File: src/rtl/mem_port_arbiter.sv
// Shares one variable-latency memory port between instruction fetch and data access.
// One transaction in flight; data has priority, fetch is forced after a run of data grants.
module mem_port_arbiter #(
    parameter int unsigned STARVE_LIMIT = 4,
    parameter int unsigned CNT_W        = 3
) (
    input  logic        clk,
    input  logic        reset,
    input  logic        if_req,
    input  logic [31:0] if_addr,
    output logic [31:0] if_rdata,
    output logic        if_done,
    input  logic        d_req,
    input  logic        d_we,
    input  logic [31:0] d_addr,
    input  logic [31:0] d_wdata,
    input  logic [3:0]  d_mask,
    output logic [31:0] d_rdata,
    output logic        d_done,
    output logic        mem_req,
    output logic        mem_we,
    output logic [31:0] mem_addr,
    output logic [31:0] mem_wdata,
    output logic [3:0]  mem_mask,
    input  logic        mem_ready,
    input  logic        mem_rvalid,
    input  logic [31:0] mem_rdata
);

    localparam logic [CNT_W-1:0] STARVE_MAX = CNT_W'(STARVE_LIMIT);
    localparam logic [CNT_W-1:0] CNT_ONE    = CNT_W'(1);

    typedef enum logic [1:0] {
        ST_IDLE = 2'd0,
        ST_REQ  = 2'd1,
        ST_WAIT = 2'd2
    } state_e;

    state_e           state_r, state_nxt_s;
    logic [CNT_W-1:0] starve_cnt_r, starve_cnt_nxt_s;
    logic             owner_fetch_r, owner_fetch_nxt_s;
    logic             if_elig_s, d_elig_s, grant_fetch_s, grant_data_s;
    logic             mem_req_r, mem_req_nxt_s;
    logic             mem_we_r, mem_we_nxt_s;
    logic [31:0]      mem_addr_r, mem_addr_nxt_s;
    logic [31:0]      mem_wdata_r, mem_wdata_nxt_s;
    logic [3:0]       mem_mask_r, mem_mask_nxt_s;
    logic             if_done_r, if_done_nxt_s;
    logic             d_done_r, d_done_nxt_s;
    logic [31:0]      if_rdata_r, if_rdata_nxt_s;
    logic [31:0]      d_rdata_r, d_rdata_nxt_s;

    assign mem_req   = mem_req_r;
    assign mem_we    = mem_we_r;
    assign mem_addr  = mem_addr_r;
    assign mem_wdata = mem_wdata_r;
    assign mem_mask  = mem_mask_r;
    assign if_done   = if_done_r;
    assign d_done    = d_done_r;
    assign if_rdata  = if_rdata_r;
    assign d_rdata   = d_rdata_r;

    // Arbitration: a requester completing this cycle is masked so its stale req is not re-granted.
    always_comb begin
        if_elig_s     = if_req & ~if_done_r;
        d_elig_s      = d_req & ~d_done_r;
        grant_fetch_s = 1'b0;
        grant_data_s  = 1'b0;
        if (state_r == ST_IDLE) begin
            if (if_elig_s && (!d_elig_s || (starve_cnt_r == STARVE_MAX))) begin
                grant_fetch_s = 1'b1;
            end else if (d_elig_s) begin
                grant_data_s = 1'b1;
            end else begin
                grant_fetch_s = 1'b0;
                grant_data_s  = 1'b0;
            end
        end else begin
            grant_fetch_s = 1'b0;
            grant_data_s  = 1'b0;
        end
    end

    // State register.
    always_ff @(posedge clk or negedge reset) begin
        if (!reset) begin
            state_r <= ST_IDLE;
        end else begin
            state_r <= state_nxt_s;
        end
    end

    // Next-state logic.
    always_comb begin
        state_nxt_s = state_r;
        case (state_r)
            ST_IDLE: begin
                if (grant_fetch_s || grant_data_s) state_nxt_s = ST_REQ;
                else                                state_nxt_s = ST_IDLE;
            end
            ST_REQ: begin
                if (mem_ready) state_nxt_s = ST_WAIT;
                else           state_nxt_s = ST_REQ;
            end
            ST_WAIT: begin
                if (mem_rvalid) state_nxt_s = ST_IDLE;
                else            state_nxt_s = ST_WAIT;
            end
            default: state_nxt_s = ST_IDLE;
        endcase
    end

    // Next values for the registered outputs, starvation counter and transaction owner.
    always_comb begin
        starve_cnt_nxt_s  = starve_cnt_r;
        owner_fetch_nxt_s = owner_fetch_r;
        mem_req_nxt_s     = mem_req_r;
        mem_we_nxt_s      = mem_we_r;
        mem_addr_nxt_s    = mem_addr_r;
        mem_wdata_nxt_s   = mem_wdata_r;
        mem_mask_nxt_s    = mem_mask_r;
        if_rdata_nxt_s    = if_rdata_r;
        d_rdata_nxt_s     = d_rdata_r;
        if_done_nxt_s     = 1'b0;
        d_done_nxt_s      = 1'b0;
        case (state_r)
            ST_IDLE: begin
                if (grant_fetch_s) begin
                    owner_fetch_nxt_s = 1'b1;
                    mem_req_nxt_s     = 1'b1;
                    mem_we_nxt_s      = 1'b0;
                    mem_addr_nxt_s    = if_addr;
                    mem_wdata_nxt_s   = 32'h0000_0000;
                    mem_mask_nxt_s    = 4'hF;
                    starve_cnt_nxt_s  = {CNT_W{1'b0}};
                end else if (grant_data_s) begin
                    owner_fetch_nxt_s = 1'b0;
                    mem_req_nxt_s     = 1'b1;
                    mem_we_nxt_s      = d_we;
                    mem_addr_nxt_s    = d_addr;
                    mem_wdata_nxt_s   = d_wdata;
                    mem_mask_nxt_s    = d_mask;
                    if (!if_req)                          starve_cnt_nxt_s = {CNT_W{1'b0}};
                    else if (starve_cnt_r == STARVE_MAX)  starve_cnt_nxt_s = STARVE_MAX;
                    else                                  starve_cnt_nxt_s = starve_cnt_r + CNT_ONE;
                end else if (!if_req) begin
                    starve_cnt_nxt_s = {CNT_W{1'b0}};
                end else begin
                    starve_cnt_nxt_s = starve_cnt_r;
                end
            end
            ST_REQ: begin
                if (mem_ready) mem_req_nxt_s = 1'b0;
                else           mem_req_nxt_s = 1'b1;
            end
            ST_WAIT: begin
                if (mem_rvalid && owner_fetch_r) begin
                    if_done_nxt_s  = 1'b1;
                    if_rdata_nxt_s = mem_rdata;
                end else if (mem_rvalid) begin
                    d_done_nxt_s  = 1'b1;
                    d_rdata_nxt_s = mem_rdata;
                end else begin
                    if_done_nxt_s = 1'b0;
                    d_done_nxt_s  = 1'b0;
                end
            end
            default: mem_req_nxt_s = 1'b0;
        endcase
    end

    // Output and bookkeeping registers.
    always_ff @(posedge clk or negedge reset) begin
        if (!reset) begin
            starve_cnt_r  <= {CNT_W{1'b0}};
            owner_fetch_r <= 1'b0;
            mem_req_r     <= 1'b0;
            mem_we_r      <= 1'b0;
            mem_addr_r    <= 32'h0000_0000;
            mem_wdata_r   <= 32'h0000_0000;
            mem_mask_r    <= 4'h0;
            if_done_r     <= 1'b0;
            d_done_r      <= 1'b0;
            if_rdata_r    <= 32'h0000_0000;
            d_rdata_r     <= 32'h0000_0000;
        end else begin
            starve_cnt_r  <= starve_cnt_nxt_s;
            owner_fetch_r <= owner_fetch_nxt_s;
            mem_req_r     <= mem_req_nxt_s;
            mem_we_r      <= mem_we_nxt_s;
            mem_addr_r    <= mem_addr_nxt_s;
            mem_wdata_r   <= mem_wdata_nxt_s;
            mem_mask_r    <= mem_mask_nxt_s;
            if_done_r     <= if_done_nxt_s;
            d_done_r      <= d_done_nxt_s;
            if_rdata_r    <= if_rdata_nxt_s;
            d_rdata_r     <= d_rdata_nxt_s;
        end
    end

endmodule
File: config.mk
export PLATFORM = sky130hd
export DESIGN_NAME = mem_port_arbiter
export DESIGN_NICKNAME = d
export VERILOG_FILES = /design/src/rtl/mem_port_arbiter.sv
export SDC_FILE = /design/constraint.sdc
export NUM_CORES = 1
export LEC_CHECK = 0
export ABC_AREA = 1
export BUFFER_PORTS_ARGS = -buffer_cell sky130_fd_sc_hd__buf_2
export CAP_MARGIN = 20
export CORE_MARGIN = 4
export CORE_UTILIZATION = 51
export CTS_CLUSTER_SIZE = 10
export DETAILED_ROUTE_END_ITERATION = 8
export MAX_ROUTING_LAYER = met4
export PLACE_DENSITY = 0.83
export SYNTH_ARGS = -nofsm -noshare
export SYNTH_HDL_FRONTEND = slang
export SYNTH_SLANG_ARGS = --single-unit
File: constraint.sdc
create_clock -name clk -period 3.6 [get_ports clk]
set_clock_uncertainty 0.05 [all_clocks]
set_input_delay 0.72 -clock clk [delete_from_list [all_inputs] [get_ports clk]]
set_output_delay 0.72 -clock clk [all_outputs]
set_load 0.05 [all_outputs]
==> out/results.ini <==
[status]
run_status = complete, no violations

[layout]
final_nets = 1126
syn2layout_area_growth_pct = 33.6
fillers = 964
final_cell_mix = 276 x nand2_1, 273 x buf_2, 142 x dfrtp_1
layout-drive-gt1-share = 0.326
final_cells = 1142
fin_area_um2 = 8150
final_common_cell = nand2_1

[power_and_ir_drop]
irDropWorstVdd_v = 0.000697
p_per_area_nw_per_um2 = 1120
sw_frac_of_total = 0.524
power_w = 0.00914
seqPwrFrac = 0.296
p_switching_w = 0.00479
p_int_w = 0.00435
cellLeakagePower_nw = 4.93
power.share.clock = 0.193
pwr-share-comb = 0.511

[placement]
place_inst = 1109
dpl.hpwl_mm = 12.2
gp_congestion = 0.873
io_buffers = 274
place_area_um2 = 7540

[detailed_routing]
routed_wl_mm = 17.0
ant_nets = 0
drt-initial-drc-count = 483
wl_per_cell_um = 14.9
drcViolationCount = 0
dr.pass1.iters = 5
viasPerCell = 4.93
vias = 5633

[hold_path]
hold_path.class = primary input to async pin

[worst_setup_path]
r2r-end = mem_addr[20]
required_ns = 3.89
cp_max_fo = 39
path_class = flop to flop
reg2reg_from = starve_cnt_r[0]
cp-startpoint = starve_cnt_r[0]
ff2ff_path_depth = 10
critPathArrivalTime_ns = 3.22
rrSetupSlack_ns = 0.67
crit_path_end_kind = flop
critPathLaunchType = flop

[clock_tree]
holdBufCountCts = 0
insertion_delay_ns = 0.40
cts-root-to-sink-buffers = 2
postCtsSetupBuffers = 0
cts_resized = 0
clkSinkCount = 142
root_buffer = clkbuf_16
cts_tree = yes
h-tree-depth = 4
cts_buffers = 17
clk_pin_slew_ns = 0.06

[floorplanning]
die_y_um = 117
die_x_um = 117
fp-row-count = 39
io_pins = 275
initial_utilization = 0.527
die-area_um2 = 13800
core_area_um2 = 11600

[sta]
timing.hold.ws_ns = 0.301
setup_viol = 0
hold_viol_final = 0
slew-limit-headroom = 0.404
tightest_slew_ns = 0.892
final.setup.tns_ns = 0
slew_viol_final = 0
fin_crit_ns = 2.93
fmax_mhz = 341
post-route-period-util = 0.815
rsz0062_at_grt = no

[grt]
antenna_found_initial = 1
grtUsageTotal = 0.253
grt_start_max_net_pins = 82
grt_pass1_wl_mm = 27.6
grt_pass1_vias = 5636
grt_overflow = 0

[synth]
synth-async-reset-ratio = 1.00
yosys.cell_types.count = 25
synth_edf_count = 0
yosysSeqAreaShare = 0.583
yosys.area.top_type = dfrtp_1
syn_inst = 724
ys_warn_count = 0
synth_fp_nets = 865
synth_area_um2 = 6100
synth.top_cell.area_share = 0.583
ys_top_cells_by_area = dfrtp_1 58%, nand2_1 17%, inv_1 6.6%, o21ai_0 4.2%, nand4_1 3.4%
syn_avg_cell_area_um2 = 8.42
ys_ff_latch = 142
synthFlopType = dfrtp_1

[job]
max-cap-violations = 0

power by group through the flow:
stage | Sequential, W | Clock, W | Combinational [W]
after floorplan | 0.00508 | 0 | 0.00113
after global placement | 0.00270 | 0 | 0.00460
after detailed placement | 0.00270 | 0 | 0.00470
after CTS | 0.00270 | 0.00180 | 0.00469
after global routing | 0.00280 | 0.00187 | 0.00498
final | 0.00271 | 0.00176 | 0.00467
metal layers:
layer,track usage,wire length (um)
met5,-,0
met3,0.0770,1290
met2,0.404,8410
met1,0.309,6880
met4,0.0880,393
cells by family after synthesis:
group / Yosys count / synth area share
AOI/OAI and AO/OA: 75 / 0.0640
xor gates and xnor gates: 1 / 0.00144
adders and majority gates: 2 / 0.00410
buffers and inverters: 149 / 0.0993
DFF: 142 / 0.583
and+or+nand+nor: 355 / 0.249
state kept, by name, summed over array words and instances (netlist names), 2 cells and up:
signal / cells
d_rdata: 32
if_rdata: 32
mem_addr: 32
mem_wdata: 32
mem_mask: 4
starve_cnt_r: 3
state_r: 2
how the worst max path moves through the flow:
stage | end | slack [ns] | depth (start not counted)
6_report | mem_addr[20] | 0.67 | 10
5_1_grt | mem_addr[20] | 0.38 | 10
4_1_cts | mem_addr[18] | 0.70 | 10
3_5_place_dp | mem_addr[20] | 0.63 | 8
3_3_place_gp | mem_mask[1] | 0.69 | 8
2_1_floorplan | mem_addr[11] | 1.92 | 8
synthesized netlist by cell type, types with 2 or more instances:
library cell and n:
nor2_4 2, nand3_1 36, nand2_1 276, buf_4 6, o21ai_1 16, inv_1 107, dfrtp_1 142, buf_2 19
buf_1 5, ha_1 2, nand4_1 33, clkbuf_1 9, nor2_1 2, a21oi_1 5, inv_2 3, o21ai_0 51
nand3_4 2
final cells by class:
cell class,count,area (um2),share of cell area
sequential,142,3550,0.436
multi-input combinational,433,1950,0.239
inverter,110,413,0.0507
antenna,1,2.50,0.000307
timing repair buffer,281,1440,0.177
clock buffer,19,453,0.0556
clock inverter,13,154,0.0189
tap,143,179,0.0220
metrics by stage:
| step | worst slack (ns) | util |
|---|---|---|
| 6_report | 0.665 | 0.705 |
| 5_1_grt | 0.385 | 0.705 |
| 4_1_cts | 0.702 | 0.704 |
| 3_5_place_dp | 0.625 | 0.652 |
| 3_3_place_gp | 0.685 | 0.652 |
| 2_1_floorplan | 1.92 | - |
critical path: stages, from the launching register on:
cell and delay [ns]:
dfrtp_1 0.37, inv_1 0.07, ha_1 0.20, nand2_1 0.15, nand3_4 0.36, nand3_4 0.45
nand2_2 0.10, inv_2 0.42, buf_4 0.46, nand2_1 0.10, nand2_1 0.09
(Power assumes the default switching activity.)
